[src/rtl/neuron_pkg.sv]
`default_nettype none
// ============================================================================
// Module      : neuron_pkg
// Description : Shared FSM state type, default widths and reset constants
//               for the weighted-sum-and-threshold neuron sequencer.
// Revision    : 1.0 - initial release
// ============================================================================
package neuron_pkg;

    // Sequencer states
    typedef enum logic [1:0] {
        st_idle    = 2'd0,
        st_accum   = 2'd1,
        st_compare = 2'd2,
        st_done    = 2'd3
    } state_t;

    // Default widths
    localparam int c_n_inputs = 4;
    localparam int c_data_w   = 4;
    localparam int c_weight_w = 4;
    localparam int c_acc_w    = 12;

    // Reset values for the weight and threshold registers
    localparam int c_weight_rst = 1;
    localparam int c_thresh_rst = 1;

    // The threshold register sits one address past the last weight
    localparam int c_thr_addr_offset = c_n_inputs;

    // Threshold config address for a given number of inputs
    function automatic logic [3:0] thr_addr(input int n_inputs);
        return 4'(n_inputs);
    endfunction

endpackage
`default_nettype wire

[src/rtl/neuron_mac.sv]
`default_nettype none
// ============================================================================
// Module      : neuron_mac
// Description : Combinational signed multiply-accumulate with saturation.
//               acc_next = sat(acc + weight * sample), sample is unsigned.
// Revision    : 1.0 - initial release
// ============================================================================
module neuron_mac #(
    parameter int DATA_W   = 4,
    parameter int WEIGHT_W = 4,
    parameter int ACC_W    = 12
) (
    input  logic signed [ACC_W-1:0]    acc,
    input  logic signed [WEIGHT_W-1:0] weight,
    input  logic        [DATA_W-1:0]   sample,
    output logic signed [ACC_W-1:0]    acc_next
);

    // Product is wide enough for the unsigned sample to carry a zero sign bit
    localparam int PROD_W = WEIGHT_W + DATA_W + 1;
    // Sum width covers both operands plus one carry bit so overflow is visible
    localparam int SUM_W  = ((ACC_W > PROD_W) ? ACC_W : PROD_W) + 1;

    localparam logic signed [ACC_W-1:0] c_acc_max = {1'b0, {(ACC_W-1){1'b1}}};
    localparam logic signed [ACC_W-1:0] c_acc_min = {1'b1, {(ACC_W-1){1'b0}}};

    logic signed [PROD_W-1:0] w_weight_ext;
    logic signed [PROD_W-1:0] w_sample_ext;
    logic signed [PROD_W-1:0] w_prod;
    logic signed [SUM_W-1:0]  w_sum;

    assign w_weight_ext = PROD_W'(weight);
    assign w_sample_ext = PROD_W'($signed({1'b0, sample}));
    assign w_prod       = w_weight_ext * w_sample_ext;
    assign w_sum        = SUM_W'(acc) + SUM_W'(w_prod);

    // Clamp the wide sum into the accumulator range
    always_comb begin
        acc_next = w_sum[ACC_W-1:0];
        if (w_sum > SUM_W'(c_acc_max)) begin
            acc_next = c_acc_max;
        end else if (w_sum < SUM_W'(c_acc_min)) begin
            acc_next = c_acc_min;
        end
    end

endmodule
`default_nettype wire

[src/rtl/neuron_seq.sv]
`default_nettype none
// ============================================================================
// Module      : neuron_seq
// Description : Sequencer for the weighted-sum-and-threshold neuron. Holds
//               the weight/threshold register file, streams N_INPUTS samples
//               through the MAC and presents fire/sum on a held handshake.
// Revision    : 1.0 - initial release
// ============================================================================
module neuron_seq
    import neuron_pkg::*;
#(
    parameter int N_INPUTS = c_n_inputs,
    parameter int DATA_W   = c_data_w,
    parameter int WEIGHT_W = c_weight_w,
    parameter int ACC_W    = c_acc_w
) (
    input  logic              clk,
    input  logic              rst_n,
    input  logic              cfg_we,
    input  logic [3:0]        cfg_addr,
    input  logic [ACC_W-1:0]  cfg_data,
    output logic              cfg_err,
    input  logic              start,
    output logic              busy,
    input  logic              in_valid,
    input  logic [DATA_W-1:0] in_data,
    output logic              in_ready,
    output logic              out_valid,
    input  logic              out_ready,
    output logic              fire,
    output logic [ACC_W-1:0]  sum
);

    localparam int IDX_W = (N_INPUTS > 1) ? $clog2(N_INPUTS) : 1;
    localparam logic [3:0] c_thr_addr = thr_addr(N_INPUTS);

    state_t                     r_state;
    state_t                     w_state_next;
    logic signed [WEIGHT_W-1:0] r_weight [N_INPUTS];
    logic signed [ACC_W-1:0]    r_threshold;
    logic signed [ACC_W-1:0]    r_acc;
    logic signed [ACC_W-1:0]    r_sum;
    logic signed [ACC_W-1:0]    w_acc_next;
    logic [IDX_W-1:0]           r_index;
    logic                       r_fire;
    logic                       r_out_valid;
    logic                       r_cfg_err;
    logic                       w_beat;
    logic                       w_last_beat;
    logic                       w_cfg_addr_ok;
    logic                       w_cfg_write;
    logic signed [WEIGHT_W-1:0] w_weight_sel;

    assign w_beat        = (r_state == st_accum) && in_valid;
    assign w_last_beat   = w_beat && (r_index == IDX_W'(N_INPUTS - 1));
    assign w_cfg_addr_ok = (cfg_addr <= c_thr_addr);
    assign w_cfg_write   = cfg_we && (r_state == st_idle) && w_cfg_addr_ok;
    assign w_weight_sel  = r_weight[r_index];

    assign busy      = (r_state != st_idle);
    assign in_ready  = (r_state == st_accum);
    assign out_valid = r_out_valid;
    assign fire      = r_fire;
    assign sum       = r_sum;
    assign cfg_err   = r_cfg_err;

    neuron_mac #(
        .DATA_W   (DATA_W),
        .WEIGHT_W (WEIGHT_W),
        .ACC_W    (ACC_W)
    ) u_mac (
        .acc      (r_acc),
        .weight   (w_weight_sel),
        .sample   (in_data),
        .acc_next (w_acc_next)
    );

    // State register
    always_ff @(posedge clk or negedge rst_n) begin
        if (!rst_n) begin
            r_state <= st_idle;
        end else begin
            r_state <= w_state_next;
        end
    end

    // Next-state decode
    always_comb begin
        w_state_next = r_state;
        case (r_state)
            st_idle:    if (start)       w_state_next = st_accum;
            st_accum:   if (w_last_beat) w_state_next = st_compare;
            st_compare:                  w_state_next = st_done;
            st_done:    if (out_ready)   w_state_next = st_idle;
            default:                     w_state_next = st_idle;
        endcase
    end

    // Weight and threshold register file, writable only while idle
    always_ff @(posedge clk or negedge rst_n) begin
        if (!rst_n) begin
            for (int i = 0; i < N_INPUTS; i++) begin
                r_weight[i] <= WEIGHT_W'(c_weight_rst);
            end
            r_threshold <= ACC_W'(c_thresh_rst);
        end else if (w_cfg_write) begin
            for (int i = 0; i < N_INPUTS; i++) begin
                if (cfg_addr == 4'(i)) begin
                    r_weight[i] <= cfg_data[WEIGHT_W-1:0];
                end
            end
            if (cfg_addr == c_thr_addr) begin
                r_threshold <= cfg_data;
            end
        end
    end

    // Flag any write that arrives while busy or targets an unmapped address
    always_ff @(posedge clk or negedge rst_n) begin
        if (!rst_n) begin
            r_cfg_err <= 1'b0;
        end else begin
            r_cfg_err <= cfg_we && ((r_state != st_idle) || !w_cfg_addr_ok);
        end
    end

    // Accumulate, compare and hold the result until it is taken
    always_ff @(posedge clk or negedge rst_n) begin
        if (!rst_n) begin
            r_acc       <= '0;
            r_index     <= '0;
            r_fire      <= 1'b0;
            r_sum       <= '0;
            r_out_valid <= 1'b0;
        end else begin
            case (r_state)
                st_idle: begin
                    if (start) begin
                        r_acc   <= '0;
                        r_index <= '0;
                    end
                end
                st_accum: begin
                    if (w_beat) begin
                        r_acc   <= w_acc_next;
                        r_index <= r_index + IDX_W'(1);
                    end
                end
                st_compare: begin
                    r_fire      <= (r_acc >= r_threshold);
                    r_sum       <= r_acc;
                    r_out_valid <= 1'b1;
                end
                st_done: begin
                    if (out_ready) begin
                        r_out_valid <= 1'b0;
                    end
                end
                default: ;
            endcase
        end
    end

endmodule
`default_nettype wire

[config.mk]
export PLATFORM = sky130hd
export DESIGN_NAME = neuron_seq
export DESIGN_NICKNAME = d
export VERILOG_FILES = /design/src/rtl/neuron_pkg.sv /design/src/rtl/neuron_mac.sv /design/src/rtl/neuron_seq.sv
export SDC_FILE = /design/constraint.sdc
export NUM_CORES = 1
export LEC_CHECK = 0
export ABC_CLOCK_PERIOD_IN_PS = 13900
export BUFFER_PORTS_ARGS = -buffer_cell sky130_fd_sc_hd__buf_2
export CORE_MARGIN = 2
export CORE_UTILIZATION = 45
export DETAILED_ROUTE_END_ITERATION = 10
export HOLD_SLACK_MARGIN = 0.05
export PLACE_DENSITY = 0.65
export SKIP_CTS_REPAIR_TIMING = 1
export SYNTH_ARGS = -nofsm -noshare
export SYNTH_HDL_FRONTEND = slang
export SYNTH_SLANG_ARGS = --single-unit
[constraint.sdc]
create_clock -name clk -period 13.9 [get_ports clk]
set_input_delay 1.39 -clock clk [delete_from_list [all_inputs] [get_ports clk]]
set_output_delay 1.39 -clock clk [all_outputs]
set_load 0.005 [all_outputs]
==> qor.csv <==
stage,metric,value,unit
status,status,finished clean,
die,vertical die dimension,95.8,microns
min_path,hold endpoint,r_weight[3],
place,placer's final routability congestion estimate,0.844,
sta,worst setup skew after layout,0.00892,ns
clocking,TritonCTS clock tree,yes,
critical_path,reg2reg setup slack,8.57,ns
place,DP Area,4110,sq um
clocking,deepest clock path buffer count,2,
pwr,maximum vdd drop,0.127,mV
cells_and_area,share of final-layout standard cells stronger than drive strength 1,27.4,%
critical_path,Top delay family on crit path,adder cells,
global_route,number of global-route vias before repair,2588,
clocking,buffer type at the clock tree root,clkbuf_8,
die,starting density of the core,46.4,%
synthesis,Syn Nets,419,
cells_and_area,area added between synthesis and finish,13.1,%
critical_path,chain of cells forming the critical path,mux4_2 -> nand2b_1 -> fa_1 -> fa_1 -> inv_1 -> fa_1 -> fa_1 -> a211oi_2 -> o21ai_2 -> a2111oi_4 -> o21bai_2 -> xor2_2 -> a21oi_4 -> a221o_1,
min_path,start point of the worst hold path,r_weight[3],
cells_and_area,area of combinational cells with multiple inputs,2130,sq um
cells_and_area,most frequent standard cell in the layout excluding fill and tap cells,dfrtp_1,
cells_and_area,cell area after layout,4290,sq um
synthesis,"Cell Area, Synth",3790,sq um
die,floorplan die width,95.8,microns
cells_and_area,"commonest cells after routing, fill and taps aside","dfrtp_1, ha_1, buf_2",
critical_path,critical register-to-register path endpoint,r_acc[5],
pwr,PnR Total Power,1.02,mW
synthesis,synthesized area per cell,11.3,sq um
routing,number of optimization iterations in the first detailed-route pass,4,
die,Die Outline Area,9170,sq um
synthesis,largest area contributor in the netlist,dfrtp_1,
critical_path,Critical-path top delay cell,mux4_2,
routing,DRC errors left,0,
sta,min cycle time layout,5.33,ns
synthesis,proportion of synthesized area in mux cells,11.0,%
global_route,antenna violations before repair,0,
routing,Antenna Violating Nets Remaining,0,
global_route,overall overflow remaining after global route,0,
cells_and_area,final layout net count,466,
routing,initial DRC count,94,
synthesis,number of synthesized register bits,59,
sta,RSZ-0062 raised after global routing,no,
clocking,number of levels in the clock H-tree,3,
sta,worst-margin pin slew,0.817,ns
place,PortBufs,42,
die,row cnt,33,
critical_path,Critical Path Source Type,flop,
synthesis,xor and xnor area share after synthesis,2.01,%
routing,via count,2579,
cells_and_area,Layout fillers,740,
critical_path,"most used cell, CP",fa_1,
synthesis,async set-or-reset flop fraction in the synthesized netlist,100,%
sta,number of pins with negative max-slew slack in the final report,0,
sta,post-route setup TNS,0,ns
critical_path,crit path kind,flop to flop,
sta,Finish-stage setup viols,0,
routing,Total Routed Length,7.56,mm
pwr,Power per Cell Area,238,nW/um^2
critical_path,required time at the endpoint of the critical path,14.10,ns
synthesis,number of warning messages in the yosys log,0,
sta,fmax,0.188,GHz
synthesis,"synthesized-area fraction occupied by ao, oa, aoi and oai cells",13.0,%
synthesis,fraction of post-synthesis cell area in the top cell type by area,35.6,%
clocking,number of clock buffers inserted by TritonCTS,9,
synthesis,Synth Area in Adders,21.5,%
clocking,number of clock sinks,59,
sta,worst hold slack,0.505,ns
synthesis,combinational family with the most area after synthesis,adder cells,
synthesis,flip-flop cell with the highest count after synthesis,dfrtp_1,
synthesis,cells taking the most area after synthesis,"dfrtp_1, ha_1, mux2_2, fa_1, inv_1",
critical_path,biggest cell delay along the critical path,0.71,ns
global_route,total routing resource utilization after global routing,18.4,%
critical_path,Register-to-Register Path Depth,14,
global_route,pin count of the biggest net entering global routing,60,
synthesis,number of enable-type register cells in the synthesized netlist,0,
sta,setup slack of the critical path after layout,8.57,ns
routing,via/cell ratio,5.24,
clocking,source-to-sink clock delay at the later pin of the worst-skew pair,0.33,ns
critical_path,Crit Reg-Reg Startpoint,r_index[0],
sta,Max-slew headroom,45.5,%
critical_path,Crit path arrival time,5.53,ns
die,io pins,43,
synthesis,sequential cell area fraction in the yosys report,39.1,%
place,placed wire-length estimate after detailed placement,5.86,mm
job,Maximum Capacitance Violations,0,
cells_and_area,Antenna Diode Count,0,
critical_path,sort of element at the end of the critical path,flop,
critical_path,peak fanout along the critical path,10,
routing,per-cell routed wire length,15.4,microns
die,area of the core region,8180,sq um
sta,final worst path period share,38.3,%
synthesis,synthesized-area fraction occupied by and/or/nand/nor cells,8.58,%
synthesis,count of mapped cells out of synthesis,335,
critical_path,worst path buffer plus inverter count,1,
global_route,first-pass GRT wire length,12.7,mm
synthesis,Synth cell types,50,
min_path,worst hold path depth,1,
clocking,clock transition at the registers of the reported paths,0.07,ns
pwr,static power due to leakage,2.20,nW
min_path,hold crit path type,flop to flop,
sta,number of hold-slack violations in the final timing report,0,
cells_and_area,storage element area,1480,sq um
place,Worst Setup Slack post-DPL,8.24,ns
where the power goes:
| part | total [mW] | leakage [nW] | switching (mW) | internal [mW] |
|---|---|---|---|---|
| Sequential | 0.302 | 0.736 | 0.0515 | 0.250 |
| Combinational | 0.580 | 1.38 | 0.318 | 0.261 |
| Clock | 0.139 | 0.0884 | 0.0652 | 0.0738 |
cells by family (layout without fill, tap and decap cells):
logic type / Yosys count / after routing
adders and majority gates: 58 / 58
xor gates and xnor gates: 7 / 7
muxes: 33 / 33
AOI/OAI and AO/OA: 66 / 66
DFF: 59 / 59
buffers and inverters: 46 / 98
and+or+nand+nor: 66 / 66
synthesized netlist by cell type (2+ instances only):
master    instances
dfrtp_1          54
ha_1             46
inv_1            39
mux2_2           29
nand2_1          24
o21ai_0          21
nor2_1           15
fa_1             12
a221o_1          10
and2_1            9
a21oi_1           7
clkbuf_1          6
dfstp_2           5
a211oi_1          4
mux4_2            4
nor3_1            4
a21o_1            3
nand2b_1          3
nand3_1           3
xor2_1            3
a211oi_2          2
o21ai_1           2
o21ai_2           2
xnor2_1           2
state kept, by name, indices dropped and copies added (netlist names):
name	cells
cfg_err	1
r_acc	12
fire	1
r_state	2
r_threshold	12
r_weight	16
out_valid	1
sum	12
r_index	2
worst reg2reg max path: cells and delay by family, from the launching register on:
family | cells | cell delay (ns)
muxes | 1 | 0.71
and+or+nand+nor | 1 | 0.16
buffers and inverters | 1 | 0.05
DFF | 1 | 0.55
AOI/OAI and AO/OA | 6 | 1.40
adders and majority gates | 4 | 1.99
xor gates and xnor gates | 1 | 0.33
per-stage QoR:
| stage | std cells | util [%] |
|---|---|---|
| 6_report | 492 | 52.4 |
| 2_1_floorplan | 335 | - |
| 3_3_place_gp | 476 | 50.2 |
| 4_1_cts | 492 | 52.4 |
| 3_5_place_dp | 476 | 50.2 |
| 5_1_grt | 492 | 52.4 |
area by class of cell:
cell class	instances	share of cell area [%]
multi-input combinational	230	49.6
sequential	59	34.6
timing repair buffer	43	5.08
clock buffer	12	3.62
inverter	39	3.42
tap	105	3.06
clock inverter	4	0.584
routing by layer:
layer	vias to the layer above	part of all wire [%]	GRT usage [%]
met2	39	48	30.9
met3	10	2.6	4.31
met4	0	1.1	3.93
met5	-	0	0
li1	1276	-	-
met1	1254	48	24.4
worst max path at each step:
stage                     depth (start not counted)  slack [ns]   endpoint  startpoint
after floorplan                                  13        8.56  r_acc[10]  in_data[0]
after global placement                           14        8.31  r_acc[10]  in_data[0]
after detailed placement                         14        8.24   r_acc[8]  in_data[0]
after CTS                                        14        8.53   r_acc[5]  r_index[0]
after global routing                             14        8.21   r_acc[1]  r_index[0]
final                                            14        8.57   r_acc[5]  r_index[0]
No activity file was read; power rests on OpenSTA's default activity.
